### config.mk
export PLATFORM = sky130hd
export DESIGN_NAME = uart_tx_mmio
export DESIGN_NICKNAME = d
export VERILOG_FILES = /design/src/rtl/uart_tx_mmio.sv
export SDC_FILE = /design/constraint.sdc
export NUM_CORES = 1
export LEC_CHECK = 0
export BUFFER_PORTS_ARGS = -buffer_cell sky130_fd_sc_hd__buf_2
export CORE_MARGIN = 2
export CORE_UTILIZATION = 37
export DETAILED_ROUTE_END_ITERATION = 16
export SLEW_MARGIN = 20
export SYNTH_ARGS = -nofsm -noshare
export SYNTH_HDL_FRONTEND = slang
export SYNTH_SLANG_ARGS = --single-unit
### constraint.sdc
create_clock -name clk -period 6.48 [get_ports clk]
set_input_delay 0.324 -clock clk [delete_from_list [all_inputs] [get_ports clk]]
set_output_delay 0.324 -clock clk [all_outputs]
set_load 0.03 [all_outputs]
### src/rtl/uart_tx_mmio.sv
// uart_tx_mmio: bus-mapped 8N1 UART transmitter with a small TX FIFO and drain interrupt.
module uart_tx_mmio #(
  parameter int unsigned CLK_DIV    = 434,
  parameter int unsigned FIFO_DEPTH = 8
) (
  input  logic        clk,
  input  logic        rst,
  input  logic        ce,
  input  logic        we,
  input  logic [3:0]  sel,
  input  logic [31:0] addr,
  input  logic [31:0] data_i,
  output logic [31:0] data_o,
  output logic        txd,
  output logic        int_o
);

  localparam int unsigned AW = (FIFO_DEPTH > 1) ? $clog2(FIFO_DEPTH) : 1;
  localparam int unsigned CW = AW + 1;
  localparam int unsigned BW = 16;

  localparam logic [1:0] REG_TXDATA = 2'd0;
  localparam logic [1:0] REG_STATUS = 2'd1;
  localparam logic [1:0] REG_CTRL   = 2'd2;

  typedef enum logic [1:0] {IDLE, START, DATA, STOP} state_t;

  state_t        state, state_n;
  logic [7:0]    shift, shift_n;
  logic [2:0]    idx, idx_n;
  logic [BW-1:0] baud, baud_n;
  logic          txd_n;
  logic          pop;

  logic [7:0]    mem [FIFO_DEPTH];
  logic [AW-1:0] wr_ptr, rd_ptr;
  logic [CW-1:0] count;
  logic          full, empty;
  logic          irq_en, overflow;
  logic          wr_acc, push_req, push;
  logic          busy, baud_end;
  logic          unused_bits;

  // Bus decode and FIFO status flags.
  always_comb begin
    wr_acc   = ce & we & sel[0];
    push_req = wr_acc && (addr[3:2] == REG_TXDATA);
    full     = (count == CW'(FIFO_DEPTH));
    empty    = (count == '0);
    push     = push_req & ~full;
    busy     = (state != IDLE);
    baud_end = (baud == BW'(CLK_DIV - 1));
  end

  // Next-state, shift/baud datapath and next line level for the TX FSM.
  always_comb begin
    state_n = state;
    shift_n = shift;
    idx_n   = idx;
    baud_n  = baud;
    pop     = 1'b0;
    case (state)
      IDLE: begin
        baud_n = '0;
        if (!empty) begin
          pop     = 1'b1;
          shift_n = mem[rd_ptr];
          idx_n   = '0;
          state_n = START;
        end
      end
      START: begin
        if (baud_end) begin
          baud_n  = '0;
          state_n = DATA;
        end else begin
          baud_n = baud + BW'(1);
        end
      end
      DATA: begin
        if (baud_end) begin
          baud_n  = '0;
          shift_n = {1'b0, shift[7:1]};
          idx_n   = idx + 3'd1;
          if (idx == 3'd7) state_n = STOP;
        end else begin
          baud_n = baud + BW'(1);
        end
      end
      STOP: begin
        if (baud_end) begin
          baud_n = '0;
          if (!empty) begin
            // Back-to-back: next start bit follows the stop bit directly.
            pop     = 1'b1;
            shift_n = mem[rd_ptr];
            idx_n   = '0;
            state_n = START;
          end else begin
            state_n = IDLE;
          end
        end else begin
          baud_n = baud + BW'(1);
        end
      end
      default: state_n = IDLE;
    endcase

    case (state_n)
      START:   txd_n = 1'b0;
      DATA:    txd_n = shift_n[0];
      default: txd_n = 1'b1;
    endcase
  end

  // FSM state register.
  always_ff @(posedge clk) begin
    if (rst) state <= IDLE;
    else     state <= state_n;
  end

  // Shift register, bit index, baud counter and registered line output.
  always_ff @(posedge clk) begin
    if (rst) begin
      shift <= '0;
      idx   <= '0;
      baud  <= '0;
      txd   <= 1'b1;
    end else begin
      shift <= shift_n;
      idx   <= idx_n;
      baud  <= baud_n;
      txd   <= txd_n;
    end
  end

  // FIFO pointers and occupancy; pushes while full are dropped.
  always_ff @(posedge clk) begin
    if (rst) begin
      wr_ptr <= '0;
      rd_ptr <= '0;
      count  <= '0;
    end else begin
      if (push) wr_ptr <= wr_ptr + AW'(1);
      if (pop)  rd_ptr <= rd_ptr + AW'(1);
      count <= count + CW'(push) - CW'(pop);
    end
  end

  // FIFO storage.
  always_ff @(posedge clk) begin
    if (push) mem[wr_ptr] <= data_i[7:0];
  end

  // Control register and sticky overflow flag.
  always_ff @(posedge clk) begin
    if (rst) begin
      irq_en   <= 1'b0;
      overflow <= 1'b0;
    end else begin
      if (wr_acc && (addr[3:2] == REG_CTRL)) begin
        irq_en <= data_i[0];
        if (data_i[1]) overflow <= 1'b0;
      end
      if (push_req && full) overflow <= 1'b1;
    end
  end

  // Drain interrupt: enabled, nothing queued and the line has gone idle.
  assign int_o = irq_en & empty & ~busy;

  // Combinational read mux; count field is four bits wide.
  always_comb begin
    data_o = '0;
    if (ce && !we) begin
      case (addr[3:2])
        REG_STATUS: data_o = {24'b0, 4'(count), overflow, empty, full, busy};
        REG_CTRL:   data_o = {31'b0, irq_en};
        default:    data_o = '0;
      endcase
    end
  end

  assign unused_bits = ^{addr[31:4], addr[1:0], sel[3:1], data_i[31:8]};

endmodule

# After elaboration in Yosys (flattened, before gate mapping)
# Memory sizes are Yosys's and may differ from the RTL's. A register that Yosys moved wholly into a read port is not among the register bits.
# Index checks and enable logic that the tools add are counted.
dict set report word_totals {
  mem_bits_rw 64
  output_inout_bits 34
  elab_cells 82
  register_bits 42
  mem_count 1
}
dict set report op_classes {
  mux 30
  add_sub_neg 6
  n_reduce_logical 15
  eq_ne 12
  bitwise_logic 7
}
# memory depth word_bits read_ports rd_ports_with_merged_regs wr line_no
set memory_table {}
lappend memory_table {mem 8 8 1 1 1 35} ;# logic [7:0] mem [FIFO_DEPTH];
# operator count
set ops {}
lappend ops {{$mux 8} 4}
lappend ops {{$pmux 16 s2} 1}
lappend ops {{$pmux 8 s3} 1}
lappend ops {{$add 16x1->16 const B} 1}
lappend ops {{$eq 16x9->1 const B} 1}
lappend ops {{$mux 16} 1}
lappend ops {{$pmux 8 s2} 1}
lappend ops {{$mux 3} 5}
lappend ops {{$mux 2} 5}
lappend ops {{$add 3x1->3 const B} 3}
lappend ops {{$pmux 3 s3} 1}
lappend ops {{$eq 2x2->1 const B} 4}
lappend ops {{$mux 1} 8}
lappend ops {{$pmux 2 s4} 1}
lappend ops {{$eq 2x1->1 const B} 3}
lappend ops {{$reduce_bool 2->1} 3}
lappend ops {{$and 1x1->1} 5}
lappend ops {{$add 4x1->4} 1}
lappend ops {{$eq 4x4->1 const B} 1}
lappend ops {{$logic_and 1x1->1} 4}
lappend ops {{$logic_not 2->1} 2}
lappend ops {{$logic_not 4->1} 1}
lappend ops {{$ne 2x2->1 const B} 2}
lappend ops {{$pmux 1 s2} 2}
lappend ops {{8 further kinds} 9}

# Depth between registers and ports, before layout
# Gate-level depths: netlist of the first run.
dict set report depth {
  depth_word 6
  ltp_mapped 15
}

# Worst setup path after synthesis of the first run
# Ideal clock, no wire load.
dict set report synth_path {
  kind {register -> register}
  start {register baud[0]}
  end {register count[2]}
  stages_incl_launch_ff 15
  arrival_ns 2.677
  required_ns 6.352
  setup_time_ns 0.128
  setup_slack_ns 3.675
  path_buffers 2
  period_less_slack_ns 2.805
  cell_sequence {dfxtp_1 -> ha_1 -> and4bb_2 -> and4_1 -> buf_4 -> a21oi_2 -> or3_1 -> clkbuf_2 -> or2_2 -> nand2_1 -> ha_1 -> inv_1 -> fa_1 -> xor2_1 -> nor2_1}
}
dict set report synth_between {
  elab_chain_cells 4
}
# item line_no
set synth_rtl {}
lappend synth_rtl {{from (decl)} 31} ;# logic [BW-1:0] baud, baud_n;
lappend synth_rtl {{from (signal assigned)} 132} ;# baud <= baud_n;
lappend synth_rtl {{$eq 16x9->1} 52} ;# baud_end = (baud == BW'(CLK_DIV - 1));
lappend synth_rtl {{$mux 1} 91} ;# if (baud_end) begin
lappend synth_rtl {{$pmux 1 s2} 62} ;# case (state)
lappend synth_rtl {{$sub 4x1->4} 146} ;# count <= count + CW'(push) - CW'(pop);
lappend synth_rtl {{to (signal assigned)} 146}
lappend synth_rtl {{to (decl)} 37} ;# logic [CW-1:0] count;
# No other way between the ends.
# A chain may end at the register's enable or synchronous reset.

# Final worst setup path of the first run
# Same ends and word-level chain as after synthesis.

==> reports/results.txt, run 1 <==
The tools report the worst slew slack as a fraction of its limit as 0.376. Sequential fraction of the synthesis area: 0.565. The fraction of registers with async set/reset came out at 0. Relative to the synthesized area, the layout overhead comes to 10.0%. The startpoint of the lowest-slack hold path was data_i[3]. The run gives 14,500 um2 as the die area. The first global-routing pass estimated 14,400 um of wire. The slowest stage of the critical path is the sky130_fd_sc_hd__or3_1 cell.

In the routed layout, each cell is associated on average with a via count of 4.98. STA puts the critical path data arrival time at 3330 ps. The slew at the pin closest to its max-slew limit works out to 927 ps. The count of final hold-check violations came out at 0. Summing over every cut layer, the via total after detailed routing is 3,016. Clock latency on the worst-skew pair, taken at its later pin, is 350 ps.

The number of gates resized after CTS was 0. The tools report the initial antenna violation count as 0. Wires add up to 8910 um.

The tools report the final cell area excluding filler cells as 5500 um2. The tools report the total global-route track usage as 0.129. The number of max-slew violations in the final report was 0. The mapped netlist covers 5000 um2. For the count of buffers added by post-CTS timing repair for setup, the log shows 0. The number of buffers added to fix hold violations after cts came out at 0. Global routing finished with a remaining overflow of 0. No sink is reached through more buffers than the 2 on the longest clock path. Met1 demand-to-capacity share in global routing: 0.168. After technology mapping, the gate count stands at 406. The tools report the end point of the worst hold path as mem[7][3]. The logs give 0 for the max capacitance violation total and 0 for the number of failing setup endpoints in the final timing report. The power per unit of standard cell area works out to 334 nW/um2. The wire-length estimate of the detail-placed layout is 5990 um.

The worst register-to-register path has a depth of 12. The clock transition time at the flip-flop clock pins of the worst setup and hold paths was 80 ps. The root buffer selected by CTS is sky130_fd_sc_hd__clkbuf_16. The maximum ir drop on the vdd rail is 0.000198 V, and the met3 global-route usage is 0.0316. After routing, the total negative slack on setup checks comes to 0 ps. The signal on the critical path passes through ha_1, and4bb_2, and4_1, a21oi_2, or3_1, or2_2, nand2_1, ha_1, inv_1, fa_1, xor2_1, nor2_1. The total of buffers placed on input and output ports works out to 24.

The core region is 13,200 um2. Data on the critical path is required at its endpoint by 6710 ps. The cell that appears most often on the critical path is sky130_fd_sc_hd__ha_1.

The worst setup path is launched from a flop. Setup slack on the worst reg-to-reg path comes out at 3380 ps. The type of the setup path with the least slack was flop to flop. Counting the buffers created by CTS gives 9.

The flow ran to the end, and the final reports show no timing, DRC or antenna violations. The die span in y was 120 um; the largest stage delay on the critical path was 470 ps. Setup repair after global routing left no endpoint under its margin. The run gives 0.378 as the initial core utilization. After detailed routing, the average wire length per cell comes to 14.7 um. During synthesis, Yosys emitted a total of 0 warnings. The detailed router finished its first iteration with 118 violations. Power comes to 1.84 mW.

The global routing stage identified its most utilized layer as met2. Final critical-path share of the clock period: 0.479. The tools report the startpoint of the worst register-to-register path as baud[0]. The floorplan step set the die width to 120 um. For the count of cell types in the netlist, the log shows 49. By area the synthesized netlist is led by sky130_fd_sc_hd__edfxtp_1 38%, sky130_fd_sc_hd__dfxtp_1 18%, sky130_fd_sc_hd__mux4_2 7.2%. The biggest fanout along the worst timing path is 6. The tools report the worst clock skew on the final layout as 8.55 ps. TritonCTS built the clock tree. The number of cells on the worst hold path is 1, and the total placed instance area is 5200 um2. Entering global routing, the biggest net connects 28 pins.

The path class of the lowest-slack min-delay path is input pin to flop. The ratio of cells with drive above 1 in the final layout works out to 0.149. The count of nets left with antenna violations once routing finished came out at 0. For the number of H-tree branching levels, the log shows 3. Based on the critical path, the design can be clocked at up to 322 MHz. For the final RePlAce weighted congestion, the log shows 0.756. The tools report the number of nets in the layout as 519. The worst setup path is captured at a flop. Counting I/O delays and the setup requirement, the final critical path takes 3100 ps. The area fraction of the dominant cell type after synthesis works out to 0.384.

The number of register bits inferred by synthesis works out to 109. Number of remaining DRC errors: 0. The run gives 1,259 as the fill cell instance count of the final layout. Boundary pin count: 106. In this run the static leakage power is 1.97 nW. The number of antenna diodes in the final layout is 0. The most used flip-flop cell after synthesis was sky130_fd_sc_hd__edfxtp_1. For the met2 usage in global routing, the log shows 0.210. The number of global-route vias before repair was 2,833; the TritonCTS sink count was 109. The largest total area in the synthesized netlist belongs to sky130_fd_sc_hd__edfxtp_1. The pre-antenna-repair detailed-routing pass consisted of 6 iterations. The number of synthesized flops with an enable pin is 64, and the mean area per synthesized cell is 12.3 um2. The row count is 42. The endpoint of the lowest-slack register-to-register path was count[2].
[power by group]
part	internal, mW	leakage, nW	switching [mW]
registers	0.779	0.941	0.0664
clock network	0.307	0.152	0.262
logic	0.186	0.879	0.238
[synthesized netlist by cell type (5+ instances only)]
library cell / count
sky130_fd_sc_hd__o211ai_1: 6
sky130_fd_sc_hd__edfxtp_1: 64
sky130_fd_sc_hd__mux4_2: 16
sky130_fd_sc_hd__xor2_1: 12
sky130_fd_sc_hd__nand3_1: 7
sky130_fd_sc_hd__nand2_1: 28
sky130_fd_sc_hd__or3_1: 5
sky130_fd_sc_hd__nor2b_1: 6
sky130_fd_sc_hd__nor3_1: 6
sky130_fd_sc_hd__mux2i_1: 11
sky130_fd_sc_hd__clkbuf_1: 12
sky130_fd_sc_hd__inv_1: 14
sky130_fd_sc_hd__buf_4: 25
sky130_fd_sc_hd__dfxtp_1: 45
sky130_fd_sc_hd__xnor2_1: 7
sky130_fd_sc_hd__ha_1: 20
sky130_fd_sc_hd__a21oi_1: 8
sky130_fd_sc_hd__nor2_1: 50
sky130_fd_sc_hd__a22oi_1: 9
[how the worst max path moves through the flow]
stage	start	end	cells past startpoint
final	baud[0]	count[2]	12
after global routing	baud[0]	count[2]	12
after CTS	baud[0]	count[2]	12
after detailed placement	baud[0]	count[2]	12
after global placement	baud[0]	count[2]	12
after floorplan	baud[0]	count[2]	14
[metal layers]
layer  vias to the layer above  share of wire
met2                        74           0.47
met3                        14          0.040
li1                       1458              -
met4                         0          0.017
met5                         -              0
met1                      1470           0.47
[worst max-delay path, delay by kind of cell (launching register included)]
family	cells	cell delay, ps
buffers and inverters	1	60
xor gates and xnor gates	1	140
DFF	1	400
and+or+nand+nor	6	1540
adders and majority gates	3	750
AOI/OAI and AO/OA	1	110
[through the flow]
step | instances | hold slack (ps) | worst slack (ps) | utilization
6_report | 606 | 241 | 3380 | 0.415
5_1_grt | 606 | 244 | 3180 | 0.415
4_1_cts | 606 | 236 | 3350 | 0.415
3_5_place_dp | 591 | 464 | 3360 | 0.392
3_3_place_gp | 591 | 453 | 3440 | 0.392
2_1_floorplan | 429 | 423 | 3680 | -
[registers in the layout (all words and copies together) (netlist names), 2 cells and up, named ones only]
name    count
wr_ptr      3
baud       16
state       2
mem        64
idx         3
rd_ptr      3
count       4
shift       8
[cell type report]
cell class	count	area [um2]	share of cell area
inverter	14	52.6	0.00955
multi-input combinational	267	1970	0.359
clock inverter	6	77.6	0.0141
tap	176	220	0.0400
sequential	109	2820	0.513
timing repair buffer	25	128	0.0232
clock buffer	9	225	0.0409
[cell usage in the layout, fill, tap and decap left out, drive strengths merged, types with 6 or more instances in the layout]
cell     n
nor3     6
nand2   28
a21oi    9
xor2    12
clkbuf   9
nor2    50
inv     18
buf     25
nand3    7
ha      20
dfxtp   45
xnor2    7
a22oi    9
nor2b    6
o211ai   6
mux2i   11
mux4    16
conb    24
edfxtp  64
[cells by family (layout without fill, tap and decap cells)]
kind of cell | after synthesis | count (layout) | share of synthesized area
flip-flops | 109 | 109 | 0.565
AND/OR/NAND/NOR | 138 | 138 | 0.141
adder cells (fa/ha/maj) | 21 | 21 | 0.0541
multiplexers | 27 | 27 | 0.0941
other | 1 | 24 | 0.000750
AO/OA/AOI/OAI | 38 | 38 | 0.0531
buffers and inverters | 53 | 54 | 0.0591
XOR/XNOR | 19 | 19 | 0.0333
Note: power is estimated with default switching activity, not from simulation.
==> run 2, diff against run 1 <==
--- a/config.mk
+++ b/config.mk
@@ -5,6 +5,7 @@
 export SDC_FILE = /design/constraint.sdc
 export NUM_CORES = 1
 export LEC_CHECK = 0
+export ABC_AREA = 1
 export BUFFER_PORTS_ARGS = -buffer_cell sky130_fd_sc_hd__buf_2
 export CORE_MARGIN = 2
 export CORE_UTILIZATION = 37
==> constraint.sdc (replaced) <==
create_clock -name clk -period 2.5 [get_ports clk]
set_input_delay 0.125 -clock clk [delete_from_list [all_inputs] [get_ports clk]]
set_output_delay 0.125 -clock clk [all_outputs]
set_load 0.03 [all_outputs]
==> run 2 against run 1 <==
Cell area rose by 9.0%. Hold slack worse by 210 ps. Die area grew 8.2%. First-iteration DRC count up 120%. Sequential power rose to 2.5 times the previous value. Combinational power grew to 4.7 times the previous value. Critical path depth is 3 higher. Clock skew rose by 1.5 ps. Flip-flop and latch count unchanged. Routed wire length increased by 24%.
==> reports/results.txt, run 2 <==
Power per unit of standard cell area: 914 nW/um2 (+170%). Most common library cell in the layout ignoring fill and taps: sky130_fd_sc_hd__nand2_1. The global-route wire length before repair is 17,900 um (+24%).

The detailed-route wire length came out at 11,000 um (+24%). The remaining antenna violation count is 0 (unchanged), and the die area is 15,600 um2 (+8.2%). The run gives 0.000655 V (+230%) as the maximum ir drop on the vdd rail. The number of flip-flops in the largest register is 64 (unchanged).

Path class of the lowest-slack min-delay path: input pin to flop. The worst setup slack after placement was 181 ps (-3180 ps); the die width was 125 um (+4.0%). The run gives 0.144 (+0.0149) as the total global-route track usage. CTS placed an instance of sky130_fd_sc_hd__clkbuf_16 at the clock tree root. The total internal power is 3.44 mW (+170%). The run gives 0 (unchanged) as the total global routing overflow. The most used flip-flop cell after synthesis is sky130_fd_sc_hd__edfxtp_1. The routed length per placed instance was 12.9 um (-12%).

TritonCTS built the clock tree. The total of buffers placed on input and output ports works out to 24 (unchanged). The worst setup path is of the flop to flop kind. Die span in y: 125 um (+4.0%). The minimum period implied by the final worst setup slack works out to 2290 ps (-815 ps). The clock latency reported for the late side of the worst-skew pair was 360 ps (about the same). The run gives 4,023 (+33%) as the total number of vias.

The number of max-slew violations in the final report is 0 (unchanged), and the initial core utilization is 0.376 (-0.00151). The number of cells in the finished layout apart from fillers came out at 851 (+40%). The area fraction of the dominant cell type after synthesis came out at 0.354 (-0.0301). In the final layout, the registers with the most flip-flops are mem: 64 flops, baud: 16 flops, shift: 8 flops. The leakage power summed over all cells is 2.44 nW (+24%). The total number of yosys warnings is 0 (unchanged). The run gives 36 (+29%) as the largest net degree at the start of global routing. The logs give 755 (+45%) for the number of nets in the layout and 0.592 (+0.216) for the worst slew slack as a fraction of its limit. The run gives 14,400 um2 (+8.9%) as the area of the placeable core.

Setup repair after global routing left no endpoint under its margin. The run gives 211 ps (-3170 ps) as the setup slack after layout. The total area of multi-input combinational cells was 2190 um2 (+11%); the number of synthesized flops with an enable pin was 64 (unchanged). Sequential fraction of the synthesis area: 0.520 (-0.0441). Number of H-tree branching levels: 3 (unchanged). The final sum of negative setup slack was 0 ps (unchanged); the count of cell types in the netlist was 39 (-20%). The run gives 5710 um2 (+9.9%) as the total placed instance area. The number of design-rule violations left by the first detailed-router iteration is 255 (+120%), and the number of cells on the worst hold path is 1 (unchanged). For the sequential share of power, the log shows 0.391 (-0.069). The netlist area before placement was 5420 um2 (+8.5%). Area occupied by registers: 2820 um2 (unchanged). The final RePlAce weighted congestion was 0.826 (+9.2%). The combinational group share of total power is 0.364 (+0.134). Number of failing setup endpoints in the final timing report: 0 (unchanged). The tools report the total power of the final layout as 5.48 mW (+200%).

The maximum clock rate is 437 MHz (+36%). The run gives 2730 ps (-3980 ps) as the required time at the worst-slack endpoint. The tools report the data arrival at the endpoint of the critical path as 2520 ps (-810 ps).

Yosys attributes the largest share of cell area to sky130_fd_sc_hd__edfxtp_1 35%, sky130_fd_sc_hd__dfxtp_1 17%, sky130_fd_sc_hd__nand2_1 11%. The first-pass detailed-route iteration total was 5 (-1). The worst clock skew on the final layout came out at 10.1 ps (+1.52 ps). The clock transition time at the flip-flop clock pins of the worst setup and hold paths is 70 ps (about the same), and the boundary pin count is 106 (unchanged). The register with the highest flop count is mem. The number of diodes added for antenna fixing was 0 (unchanged). In the layout the commonest cells are 153 x sky130_fd_sc_hd__nand2_1, 69 x sky130_fd_sc_hd__nor2_1, 64 x sky130_fd_sc_hd__edfxtp_1. The switching share of power was 0.373 (+0.0653). Average vias per placed instance: 4.73 (-5.0%). The ratio of cells with drive above 1 in the final layout was 0.154 (+0.00559). The path depth of the worst reg2reg path works out to 15 (+3). The clock group share of total power came out at 0.245 (-0.064). The slew at the pin closest to its max-slew limit works out to 611 ps (-316 ps). The run gives 5990 um2 (+9.0%) as the final cell area excluding filler cells. Detailed placement HPWL: 7520 um (+26%). Number of buffers added to fix hold violations after cts: 0 (unchanged). In the synthesized netlist, the cells that appear most often are 153 x sky130_fd_sc_hd__nand2_1, 70 x sky130_fd_sc_hd__nor2_1, 64 x sky130_fd_sc_hd__edfxtp_1. The number of register bits inferred by synthesis was 109 (unchanged); the largest buffer count on any clock path was 2 (unchanged). STA classifies the critical path startpoint as a flop.

The biggest fanout along the worst timing path works out to 3 (-3). The tools report the kind of end point of the critical path as a flop. Final critical-path share of the clock period: 0.916 (+0.437).

The fraction of registers with async set/reset was 0 (unchanged). For the row count, the log shows 44 (+4.8%). For the TritonCTS sink count, the log shows 109 (unchanged). The fill cell instance count of the final layout was 1,403 (+11%); the mean area per synthesized cell was 8.65 um2 (-30%).

For the max capacitance violation total, the log shows 0 (unchanged). Dominant cell by count in the synthesized netlist: sky130_fd_sc_hd__nand2_1. The area growth from synthesis to layout is 10.5%. The gate count of the mapped netlist came out at 627 (+54%). The cell type with the highest aggregate area in the netlist was sky130_fd_sc_hd__edfxtp_1. The run gives 2.04 mW (+260%) as the net switching component of the power.

The run finished with clean final reports. The number of global-route vias before repair was 3,711 (+31%). The number of placed instances, taps included was 835 (+41%); the count of final hold-check violations was 0 (unchanged). The number of buffers added by the clock tree synthesis step is 9 (unchanged), and the initial antenna violation count is 0 (unchanged).

The number of remaining DRC errors is 0 (unchanged).
==> run 2: path summary, 6_finish.rpt <==
path	slack, ps	endpoint	start
setup / recovery	210	count[2]	baud[1]
setup reg to reg	210	count[2]	baud[1]
hold / removal	30	mem[0][2]	data_i[2]
hold reg to reg	440	baud[0]	baud[0]
==> run 2: final cells by class <==
cell class	count	area share
clock inverter	6	0.00772
timing repair buffer	40	0.0401
sequential	109	0.471
clock buffer	10	0.0382
tap	184	0.0384
multi-input combinational	441	0.366
inverter	61	0.0384
==> run 2: stage by stage <==
| step | hold slack (ps) | util |
|---|---|---|
| 2_1_floorplan | 224 | - |
| 3_3_place_gp | 394 | 0.396 |
| 3_5_place_dp | 396 | 0.396 |
| 4_1_cts | 21.5 | 0.415 |
| 5_1_grt | 51.4 | 0.416 |
| 6_report | 31.0 | 0.416 |
==> run 2: what timing repair did <==
action / 4_1_cts / 5_1_grt
setup endpoints to repair: 0 / 2
gates resized for setup: 0 / 3
hold endpoints to repair: 0 / 0
setup buffers: 0 / 0
==> run 2: metal layers <==
| layer | wire, um | up-vias | track usage | share of wire |
|---|---|---|---|---|
| met4 | 233 | 0 | 0.0595 | 0.021 |
| met1 | 5140 | 1852 | 0.184 | 0.47 |
| met2 | 5210 | 83 | 0.238 | 0.47 |
| li1 | - | 2069 | - | - |
| met5 | 0 | - | 0 | 0 |
| met3 | 433 | 19 | 0.0325 | 0.039 |
==> run 2: power by group through the flow <==
stage	clock, mW	combinational [mW]	sequential [mW]
after floorplan	0	1.56	2.16
after global placement	0	1.93	2.17
after detailed placement	0	1.98	2.18
after CTS	1.37	1.99	2.14
after global routing	1.43	2.25	2.16
final	1.34	1.99	2.14
==> run 2: cells by family after synthesis <==
family                   after synthesis  synth area share
buffers and inverters                100            0.0923
adder cells (fa/ha/maj)               21            0.0498
flip-flops                           109             0.520
XOR/XNOR                               1           0.00162
other                                  1          0.000691
AND/OR/NAND/NOR                      321             0.259
AO/OA/AOI/OAI                         74            0.0761
==> run 2: critical path, stage by stage (launching register included) <==
cell                      delay, ps
sky130_fd_sc_hd__dfxtp_1        330
sky130_fd_sc_hd__inv_1           60
sky130_fd_sc_hd__ha_1           170
sky130_fd_sc_hd__nand2_1         70
sky130_fd_sc_hd__nor2_2         170
sky130_fd_sc_hd__nand4_2        160
sky130_fd_sc_hd__a21oi_4        160
sky130_fd_sc_hd__inv_2           70
sky130_fd_sc_hd__nor2_4         120
sky130_fd_sc_hd__inv_2           50
sky130_fd_sc_hd__nand2_1         50
sky130_fd_sc_hd__ha_1           130
sky130_fd_sc_hd__inv_1           60
sky130_fd_sc_hd__fa_1           370
sky130_fd_sc_hd__xor2_1         130
sky130_fd_sc_hd__nor2_1          50
